==> src/rtl/nsa_pkg.sv <==
// Shared definitions for the nibble-serial adder: FSM encoding,
// nibble width and the nibble counter width helper.
package nsa_pkg;

    localparam int NSA_NIBBLE_W = 4;

    typedef enum logic [1:0] {
        IDLE = 2'd0,
        RUN  = 2'd1,
        DONE = 2'd2
    } nsa_state_t;

    // Bits needed to count 0..n inclusive.
    function automatic int nsa_cnt_w(input int n);
        return (n < 1) ? 1 : $clog2(n + 1);
    endfunction

endpackage

==> src/rtl/rcarry_4bit.sv <==
// 4-bit ripple-carry adder used as the nibble datapath.
// Ports: a, b (4b operands), cin (carry in), s (4b sum), cout (carry out).
module rcarry_4bit (
    input  logic [3:0] a,
    input  logic [3:0] b,
    input  logic       cin,
    output logic [3:0] s,
    output logic       cout
);

    logic c;

    always_comb begin
        c = cin;
        s = '0;
        for (int i = 0; i < 4; i++) begin
            s[i] = a[i] ^ b[i] ^ c;
            c    = (a[i] & b[i]) | (c & (a[i] ^ b[i]));
        end
        cout = c;
    end

endmodule

==> src/rtl/nibble_serial_adder.sv <==
// Multi-word adder streaming operands one nibble per clock, LSN first,
// through rcarry_4bit with a registered carry between nibbles.
// Ports: clk, rst_n (sync, active-low), start, a, b, cin, [sub],
//        busy, done (1-cycle pulse), sum, cout.
// Optional: define NSA_SUB_EN to add the sub port (A - B as A + ~B + 1).
module nibble_serial_adder
    import nsa_pkg::*;
#(
    parameter int NIBBLES = 4
) (
    input  logic                          clk,
    input  logic                          rst_n,
    input  logic                          start,
    input  logic [NIBBLES*NSA_NIBBLE_W-1:0] a,
    input  logic [NIBBLES*NSA_NIBBLE_W-1:0] b,
    input  logic                          cin,
`ifdef NSA_SUB_EN
    input  logic                          sub,
`endif
    output logic                          busy,
    output logic                          done,
    output logic [NIBBLES*NSA_NIBBLE_W-1:0] sum,
    output logic                          cout
);

    localparam int W  = NIBBLES * NSA_NIBBLE_W;
    localparam int CW = nsa_cnt_w(NIBBLES);

    nsa_state_t state, state_nx;

    logic [W-1:0]  a_sr;
    logic [W-1:0]  b_sr;
    logic [W-1:0]  res_sr;
    logic [W-1:0]  res_nx;
    logic          carry;
    logic [CW-1:0] cnt;
    logic          last;
    logic [3:0]    add_s;
    logic          add_c;
    logic [W-1:0]  b_load;
    logic          c_load;

    rcarry_4bit u_add (
        .a    (a_sr[3:0]),
        .b    (b_sr[3:0]),
        .cin  (carry),
        .s    (add_s),
        .cout (add_c)
    );

`ifdef NSA_SUB_EN
    assign b_load = sub ? ~b : b;
    assign c_load = sub ? 1'b1 : cin;
`else
    assign b_load = b;
    assign c_load = cin;
`endif

    assign last = (cnt == CW'(NIBBLES - 1));

    // New nibble enters at the top; after NIBBLES shifts the LSN
    // sits at the bottom. Shift form keeps NIBBLES=1 legal.
    assign res_nx = (res_sr >> NSA_NIBBLE_W)
                  | (W'(add_s) << (W - NSA_NIBBLE_W));

    always_comb begin
        state_nx = state;
        unique case (state)
            IDLE:    if (start) state_nx = RUN;
            RUN:     if (last)  state_nx = DONE;
            DONE:    state_nx = IDLE;
            default: state_nx = IDLE;
        endcase
    end

    always_ff @(posedge clk) begin
        if (!rst_n) begin
            state  <= IDLE;
            busy   <= 1'b0;
            done   <= 1'b0;
            sum    <= '0;
            cout   <= 1'b0;
            a_sr   <= '0;
            b_sr   <= '0;
            res_sr <= '0;
            carry  <= 1'b0;
            cnt    <= '0;
        end else begin
            state <= state_nx;
            busy  <= (state_nx == RUN);
            done  <= (state_nx == DONE);
            unique case (state)
                IDLE: begin
                    if (start) begin
                        a_sr   <= a;
                        b_sr   <= b_load;
                        carry  <= c_load;
                        res_sr <= '0;
                        cnt    <= '0;
                    end
                end
                RUN: begin
                    a_sr   <= a_sr >> NSA_NIBBLE_W;
                    b_sr   <= b_sr >> NSA_NIBBLE_W;
                    res_sr <= res_nx;
                    carry  <= add_c;
                    cnt    <= cnt + CW'(1);
                    if (last) begin
                        sum  <= res_nx;
                        cout <= add_c;
                    end
                end
                default: ;
            endcase
        end
    end

endmodule

==> config.mk <==
export PLATFORM = sky130hd
export DESIGN_NAME = nibble_serial_adder
export DESIGN_NICKNAME = d
export VERILOG_FILES = /design/src/rtl/nsa_pkg.sv /design/src/rtl/rcarry_4bit.sv /design/src/rtl/nibble_serial_adder.sv
export SDC_FILE = /design/constraint.sdc
export NUM_CORES = 1
export LEC_CHECK = 0
export CORE_MARGIN = 2
export CORE_UTILIZATION = 55
export CTS_CLUSTER_DIAMETER = 60
export DETAILED_ROUTE_END_ITERATION = 12
export PLACE_DENSITY_LB_ADDON = 0.3
export SLEW_MARGIN = 5
export SYNTH_ARGS = -nofsm -noshare
export SYNTH_HDL_FRONTEND = slang
export SYNTH_SLANG_ARGS = --single-unit
==> constraint.sdc <==
create_clock -name clk -period 5.7 [get_ports clk]
set_clock_uncertainty 0.1 [all_clocks]
set_input_delay 1.14 -clock clk [delete_from_list [all_inputs] [get_ports clk]]
set_output_delay 1.14 -clock clk [all_outputs]
set_load 0.005 [all_outputs]
Word-level counts from Yosys, hierarchy flattened
Index checks and enable logic that the tools add are counted.
{"block": "word_totals", "regBits": 73, "latchBits": 0, "mem_bits_rw": 0, "mem_bits_ro": 0, "mem_count": 0}
{"block": "op_classes", "addsub": 1, "n_mul": 0, "div_mod_pow": 0, "n_lt_le_gt_ge": 0, "n_eq_ne": 5, "shifts": 0, "mux": 13, "bitwise": 21, "n_reduce_logical": 4}
{"op": "one-hot mux 16 bit (2 select lines)", "n": 3}
{"op": "2-to-1 mux 16 bit", "n": 3}
{"op": "bitwise OR 12 x 16 -> 16 bit", "n": 1}
{"op": "AND 1 bit", "n": 8}
{"op": "XOR 1 bit", "n": 8}
{"op": "one-hot mux 3 bit (2 select lines)", "n": 1}
{"op": "== test 2 x 1 -> 1 bit (second input constant)", "n": 2}
{"op": "2-to-1 mux 2 bit", "n": 2}
{"op": "bitwise OR 1 bit", "n": 4}
{"op": "one-hot mux 2 bit (2 select lines)", "n": 1}
{"op": "AND reduction 2 bit", "n": 2}
{"op": "adder 3 x 1 -> 3 bit (second input constant)", "n": 1}
{"op": "== test 3 x 2 -> 1 bit (second input constant)", "n": 1}
{"op": "2-to-1 mux 3 bit", "n": 1}
{"op": "== test 2 bit (second input constant)", "n": 1}
{"op": "logical NOT 2 bit", "n": 1}
{"op": "inequality test 2 bit (second input constant)", "n": 1}
{"op": "one-hot mux 1 bit (2 select lines)", "n": 1}
{"op": "nonzero test 2 bit", "n": 1}
{"op": "2-to-1 mux 1 bit", "n": 1}

Logic depth before layout (Yosys ltp)
{"block": "depth", "ltp_word": 10, "mapped_depth": 9, "mapped_depth_nobuf": 9}

Cells and area by module
From an unflattened synthesis, not the netlist that was laid out.
{"block": "hier_totals", "hier_cells": 263, "area_unflattened_um2": 2645.0}
{"mod": "nibble_serial_adder", "n_inst": 1, "cells_per_inst": 249, "area_each_um2": 2527.4, "seq_area_each_um2": 1381.3}
{"mod": "rcarry_4bit", "n_inst": 1, "cells_per_inst": 14, "area_each_um2": 117.6, "seq_area_each_um2": 0.0}

Worst setup path after synthesis
No wires, ideal clock.
{"block": "synth_path", "path_type": "flip-flop to flip-flop", "startpoint": "register a_sr[0]", "endpoint": "register res_sr[15]", "setup_time_ps": 92, "arrival_ps": 2006, "required_ps": 5508, "setup_slack_ps": 3502, "path_stages_with_launch": 9, "synth_period_minus_slack_ps": 2198, "path_cell_list": "dfxtp_1 -> inv_1 -> fa_1 -> inv_1 -> fa_1 -> fa_1 -> inv_1 -> fa_1 -> o32ai_1"}
{"block": "synth_between", "elab_chain_cells": 10}
{"element": "start: declaration", "line_no": "nibble_serial_adder.sv:31", "text": "logic [W-1:0] a_sr;"}
{"element": "start signal: assignment", "line_no": "nibble_serial_adder.sv:103", "text": "a_sr <= a_sr >> NSA_NIBBLE_W;"}
{"element": "XOR 1 bit", "line_no": "rcarry_4bit.sv:18", "text": "c = (a[i] & b[i]) | (c & (a[i] ^ b[i]));"}
{"element": "AND 1 bit", "line_no": "rcarry_4bit.sv:18"}
{"element": "bitwise OR 1 bit (*)", "line_no": "rcarry_4bit.sv:18"}
{"element": "AND 1 bit (*)", "line_no": "rcarry_4bit.sv:18"}
{"element": "bitwise OR 1 bit (*)", "line_no": "rcarry_4bit.sv:18"}
{"element": "AND 1 bit (*)", "line_no": "rcarry_4bit.sv:18"}
{"element": "bitwise OR 1 bit (*)", "line_no": "rcarry_4bit.sv:18"}
{"element": "XOR 1 bit (*)", "line_no": "rcarry_4bit.sv:17", "text": "s[i] = a[i] ^ b[i] ^ c;"}
{"element": "bitwise OR 12 x 16 -> 16 bit (*)", "line_no": "nibble_serial_adder.sv:64", "text": "| (W'(add_s) << (W - NSA_NIBBLE_W));"}
{"element": "one-hot mux 16 bit (2 select lines) (*)", "line_no": "nibble_serial_adder.sv:92", "text": "unique case (state)"}
{"element": "end signal: assignment", "line_no": "nibble_serial_adder.sv:105", "text": "res_sr <= res_nx;"}
{"element": "end: declaration", "line_no": "nibble_serial_adder.sv:33", "text": "logic [W-1:0] res_sr;"}
Every way passes the cells marked *; elsewhere a longest branch is shown, timed or not.
A chain may end at the register's enable or synchronous reset.

Worst setup path after layout
{"block": "layout_path", "startpoint": "input port rst_n", "endpoint": "register b_sr[7]"}
{"element": "start: declaration", "line_no": "nibble_serial_adder.sv:12", "text": "input logic rst_n,"}
{"element": "end signal: assignment", "line_no": "nibble_serial_adder.sv:96", "text": "b_sr <= b_load;"}
{"element": "end signal: assignment", "line_no": "nibble_serial_adder.sv:104", "text": "b_sr <= b_sr >> NSA_NIBBLE_W;"}
{"element": "end: declaration", "line_no": "nibble_serial_adder.sv:32", "text": "logic [W-1:0] b_sr;"}
No word-level cell between the ends.

==> summary.md <==
| Metric | Value |
|---|---|
| Outcome | `complete, no violations` |
| Reg2reg end | `res_sr[15]$_SDFFE_PN0P_` |
| Final setup violation count | `0` |
| Crit. End Element | `register` |
| Cell area after layout | `0.003593 mm2` |
| Chip height | `~77 um` |
| Worst reg-to-reg path cell count | `8` |
| Placed cell count | `388` |
| Core Region | `0.005107 mm2` |
| Synth Cell Area | `0.002899 mm2` |
| DR WL/cell | `about 14 um` |
| Antenna Cells | `0` |
| Ys Warns | `0` |
| Maxcap violations | `0` |
| Area growth from synthesis to layout | `23.95%` |
| Global Route Usage Sum | `0.2069` |
| Leading area contributor after synthesis | `dfxtp_1` |
| CP cell instances | `buf_2 > clkinv_1 > buf_4 > a211oi_2` |
| Die footprint | `0.005868 mm2` |
| Unrepaired setup endpoints after global routing | `no` |
| DR iter-0 viols | `117` |
| Hold_ws | `0.3720 ns` |
| Fill count | `406` |
| Net Count, Synth | `331` |
| CP max-delay cell | `buf_2` |
| Final Max Tran Viols | `0` |
| Worst relative slew slack | `0.3583` |
| #FFs+latches synth | `69` |
| Peak VDD IR | `about 180 uV` |
| First-pass DRT Iterations | `4` |
| Cells after Synth | `289` |
| Fmax | `0.3516 GHz` |
| Top post-synthesis cells by area | `dfxtp_1 48%, a211oi_2 9.9%, mux2i_1 7.9%, nand2_1 4.3%, o22ai_1 4.1%` |
| Top cell family by delay on the critical path | `buffers and inverters` |
| DRC Markers | `0` |
| Hold buffer count at cts | `0` |
| Placed Area | `between 0.003 and 0.004 mm2` |
| CTS root buffer | `clkbuf_8` |
| Final Util | `0.7036` |
| # H-tree levels | `3` |
| Hold Crit Class | `reg2reg` |
| Buffers plus inverters on the worst setup path | `3` |
| Antenna Nets Post-Route | `0` |
| CTS tree | `built` |
| Finished Layout Cells | `404` |
| First-pass GRT wire length | `~9.7 mm` |
| Leakage | `about 1.3 nW` |
| CP Max Fanout | `50` |
| CP Class | `in2reg` |
| Endpoints failing hold | `0` |
| Synth cell types | `32` |
| Min-delay src | `a_sr[13]$_SDFFE_PN0P_` |
| Avg Cell Area, Syn | `~10 um2` |
| Vias | `2161` |
| Grt total ovfl | `0` |
| Largest net degree at the start of global routing | `72` |
| Total negative slack | `0 ns` |
| Pwr Density | `315.5 mW/mm2` |
| Starting Density | `0.5676` |
| Die Wd | `76.60 um` |
| Post-cts sizing count | `0` |
| Critical Path Start Type | `primary input` |
| Post-synthesis sequential area ratio | `0.4765` |
| Post-DP HPWL | `3.537 mm` |
| Crit Reg-Reg Startpoint | `a_sr[0]$_SDFFE_PN0P_` |
| Required time of the critical path | `5.86 ns` |
| Num CTS Buffers | `9` |
| Clk pin slew, worst setup/hold paths | `0.07 ns` |
| Critical path depth | `4` |
| Max clock buf depth | `2` |
| Number of global-route vias before repair | `2050` |
| Total wire length | `between 5 and 6 mm` |
| Crit path capture | `b_sr[7]$_SDFFE_PN0P_` |
| Part of the cycle the worst path needs | `0.4989` |
| R2R Setup Slk | `3.33 ns` |
| Setup bufs post-CTS | `0` |
| Nets | `371` |
| CTS sink cnt | `69` |
| Tmin final | `roughly 2.8 ns` |
| Crit path from | `rst_n` |
| Arrival time worst endpoint | `3.01 ns` |
| Routability Congestion | `0.7531` |
| Worst Tran Pin Value | `around 0.96 ns` |
| Max stage delay on crit path | `0.64 ns` |
| Rows | `26` |
| Clk_lat worst skew | `0.34 ns` |
| Routed vias/inst | `5.349` |
| Area share of the largest cell type after synthesis | `0.4765` |
| Port bufs | `between 50 and 60` |
| Layout cell share with drive strength beyond 1 | `0.1377` |
| Initial antenna violation count | `0` |
| IO Pins | `55` |
-- logic make-up after synthesis --
group	share of synthesized area
simple gates	0.1299
flops	0.4765
compound gates	0.1994
buf+inv	0.07466
mux	0.08330
fa+ha+maj	0.03625
-- worst register-to-register path: cells and delay by family, from the launching register on --
kind / cells / cell delay, ns
adder cells (fa/ha/maj): 4 / 1.38
flip-flops: 1 / 0.32
AO/OA/AOI/OAI: 1 / 0.27
buffers and inverters: 3 / 0.20
-- cell usage in the layout, fill, tap and decap left out, types with 2 or more instances in the layout --
cell type and count:
mux2i_1 23, dfxtp_1 69, ha_1 2, a211oi_2 23, nand2b_1 2, clkdlybuf4s50_1 53, nor3_1 2, o32ai_1 3
buf_4 2, fa_1 4, o22ai_1 19, nor3b_1 2, clkbuf_8 9, bufinv_16 3, nor2_1 29, nand2_1 33
nand3_1 14, inv_1 8, o21ai_0 14, a211oi_1 5
-- layer usage --
metal / wire length (um) / GRT usage / vias up
met5: 0 / 0 / -
met4: 145 / 0.1200 / 0
met3: 171 / 0.04028 / 13
met2: 2579 / 0.3230 / 52
met1: 2700 / 0.2672 / 999
li1: - / - / 1097
-- cell type report --
| type | count | area [um2] | share of cell area |
|---|---|---|---|
| clock inverters | 6 | 111.4 | 0.03099 |
| flip-flops and latches | 69 | 1381 | 0.3844 |
| clock buffers | 10 | 127.6 | 0.03552 |
| multi-input cells | 184 | 1301 | 0.3621 |
| inverters | 9 | 33.78 | 0.009401 |
| well taps | 70 | 87.58 | 0.02437 |
| repair buffers | 56 | 550.5 | 0.1532 |
-- flip-flops by register name (all words and copies together) (netlist names) --
signal / flops
sum: 16
cnt: 3
cout: 1
carry: 1
done: 1
busy: 1
res_sr: 12
b_sr: 16
a_sr: 16
state: 2
-- through the flow --
stage,setup WS (ns),power [mW]
3_5_place_dp,2.528,0.6697
4_1_cts,2.877,1.141
3_3_place_gp,2.575,0.6663
5_1_grt,2.665,1.176
6_report,2.856,1.134
2_1_floorplan,3.502,0.6335
-- how the worst min path moves through the flow --
| stage | endpoint | depth (start not counted) |
|---|---|---|
| after floorplan | a_sr[12]$_SDFFE_PN0P_ | 2 |
| after global placement | a_sr[13]$_SDFFE_PN0P_ | 2 |
| after detailed placement | a_sr[14]$_SDFFE_PN0P_ | 2 |
| after CTS | a_sr[13]$_SDFFE_PN0P_ | 2 |
| after global routing | b_sr[12]$_SDFFE_PN0P_ | 2 |
| final | a_sr[13]$_SDFFE_PN0P_ | 2 |
-- synthesized netlist by cell type --
| library cell | count |
|---|---|
| nor2_1 | 29 |
| a211oi_2 | 23 |
| buf_1 | 2 |
| o32ai_1 | 3 |
| o22ai_1 | 19 |
| clkbuf_1 | 9 |
| nand3_1 | 14 |
| clkinv_1 | 1 |
| nand3b_1 | 1 |
| a21oi_1 | 1 |
| buf_2 | 5 |
| o221a_2 | 1 |
| or2_2 | 1 |
| buf_4 | 3 |
| nor3_1 | 2 |
| o21ai_0 | 14 |
| a211oi_1 | 5 |
| mux2_2 | 1 |
| o21ai_1 | 1 |
| mux2i_1 | 23 |
| fa_1 | 4 |
| nor3b_1 | 2 |
| and3b_1 | 1 |
| inv_1 | 8 |
| nand2b_4 | 1 |
| ha_1 | 2 |
| buf_8 | 1 |
| buf_6 | 7 |
| nand2_1 | 33 |
| nand2b_1 | 2 |
| o21ba_4 | 1 |
| dfxtp_1 | 69 |
-- power by group --
part	leakage (nW)	total, mW	internal (mW)	switching (mW)
combinational	0.614	0.139	0.0664	0.0727
clock	0.116	0.475	0.291	0.184
sequential	0.565	0.520	0.507	0.0130
total	1.30	1.13	0.864	0.270
Power figures use the tool's default switching activity.
==> edit (same settings) <==
Reset style: asynchronous (`rst_n`), changed in one clocked block.
--- a/src/rtl/nibble_serial_adder.sv
+++ b/src/rtl/nibble_serial_adder.sv
@@ -74,5 +74,5 @@
     end
 
-    always_ff @(posedge clk) begin
+    always_ff @(posedge clk or negedge rst_n) begin
         if (!rst_n) begin
             state  <= IDLE;
Formal check against the unedited RTL: differs if rst_n is asserted again (counterexample within 4 cycles, from zero or initial values and one cycle with rst_n low); with rst_n held inactive, the same outputs for 10 cycles.
==> edit against the original RTL <==
- worst setup slack better by 57 ps
- synthesized area is 3.1% higher
- cell area is 3.3% higher
- wire length is 6.0% higher
- count of clock-buffer cells in the layout is 4 higher
- sequential cell count stayed put
- critical path depth stayed put
- via count is 2.5% lower
Power is not compared: it rests on default switching activity, and its combinational part moved more than twofold at a synthesized area within 25%.
==> edit: results (changes against the original RTL) <==
dpl cell area 3560 µm² (was 3350 µm²); sequential cell count 69 (unchanged); Clock Buffer Count 14 (was 10); worst endpoint data arrival time 2870 ps (was 3010 ps); fraction of area in multi-input gates 27.7% (was 36.2%); initial DRC count 200 (was 117); outcome complete, no violations (unchanged); multi-input gates 121 (was 184); GPL Wtd Cong 0.774 (was 0.753); final cycle utilization of the critical path 48.9% (was 49.9%); total wire length 5940 µm (was 5600 µm); via count 2107 (was 2161); worst reg2reg path startpoint state[0] (was a_sr[0]); footprint of the multi-input gates 1030 µm² (was 1300 µm²); non-clk buf share 15.4% (was 15.3%); Non-clock buffers 59 (was 56); largest net degree at the start of global routing 70 (was 72); CP max-delay cell clkdlybuf4s50_1 (was buf_2); top cells by area, synth dfrtp_1, a222oi_1, mux2_2 (was dfxtp_1, a211oi_2, mux2i_1); DP Worst Slack 2600 ps (was 2530 ps); post-synthesis compound-gate area fraction 15.3% (was 19.9%); Critical Path Fanout Max 32 (was 50); Nets 340 (was 371); Seq/total area 46.5% (was 38.4%); worst reg2reg path depth 2 (was 8); reg2reg end sum[10] (was res_sr[15]); adder-cell area share of the yosys netlist 3.52% (was 3.63%); Syn Nets 289 (was 331); post-synth cell types 25 (was 32); critical path endpoint b_sr[7] (unchanged); Async S/R FF share, synth 100% (was 0%); Syn Area/Cell 12.1 µm² (was 10.0 µm²); proportion of synthesized area in mux cells 6.66% (was 8.33%); GRT Resource Usage Total 21.3% (was 20.7%); Post-DP HPWL 3920 µm (was 3540 µm); met2 Track Usage GR 34.7% (was 32.3%); r2r setup slk 3350 ps (was 3330 ps); register area share after synthesis 57.8% (was 47.6%); global-route wire length before repair 9910 µm (was 9670 µm); Least-Margin Pin Slew 942 ps (was 962 ps); dpl cells 357 (was 388); vias per std cell 5.65 (was 5.35); first drt pass iteration count 5 (was 4); Worst Min Path Start cnt[2] (was a_sr[13]); Inverters excl. clock 38 (was 9); wire length on met1 2610 µm (was 2700 µm); met2 wire len 2960 µm (was 2580 µm); metal3 WL 238 µm (was 171 µm); layout cells sized above 1 12.2% (was 13.8%); routing usage on met3 3.95% (was 4.03%); clk tree area frac 4.11% (was 6.65%); CP startpoint start (was rst_n); most frequent cells after synthesis dfrtp_1, inv_1, a222oi_1, nor2_1, mux2_2 (was dfxtp_1, nand2_1, nor2_1)
edit: cell count changes after synthesis, moves of 9 or more:
cell,change
a211oi_2,-23
inv_1,+30
dfxtp_1,-69
buf_2,+9
mux2i_1,-20
a22o_1,+14
mux2_2,+14
nor2_1,-9
dfrtp_1,+69
o21ai_0,-14
a222oi_1,+20
o22ai_1,-19
nand3_1,-14
nand2_1,-28
edit: where the power goes:
group	internal [mW]	total, mW	switching, mW
clock	0.158	0.326	0.169
combinational	0.437	0.826	0.389
sequential	0.715	0.839	0.124
total	1.31	1.99	0.681
edit: worst min path at each step:
stage / slack, ps / depth (start not counted) / end
after CTS: 400 / 2 / b_sr[15]
after global placement: 370 / 2 / b_sr[15]
final: 390 / 1 / cnt[2]
after floorplan: 360 / 1 / cnt[2]
after detailed placement: 380 / 2 / b_sr[15]
after global routing: 420 / 2 / a_sr[15]
edit: cell families after synthesis:
group | Yosys count
buffers and inverters | 57
adders and majority gates | 6
AOI/OAI and AO/OA | 50
DFF | 69
muxes | 18
and+or+nand+nor | 47
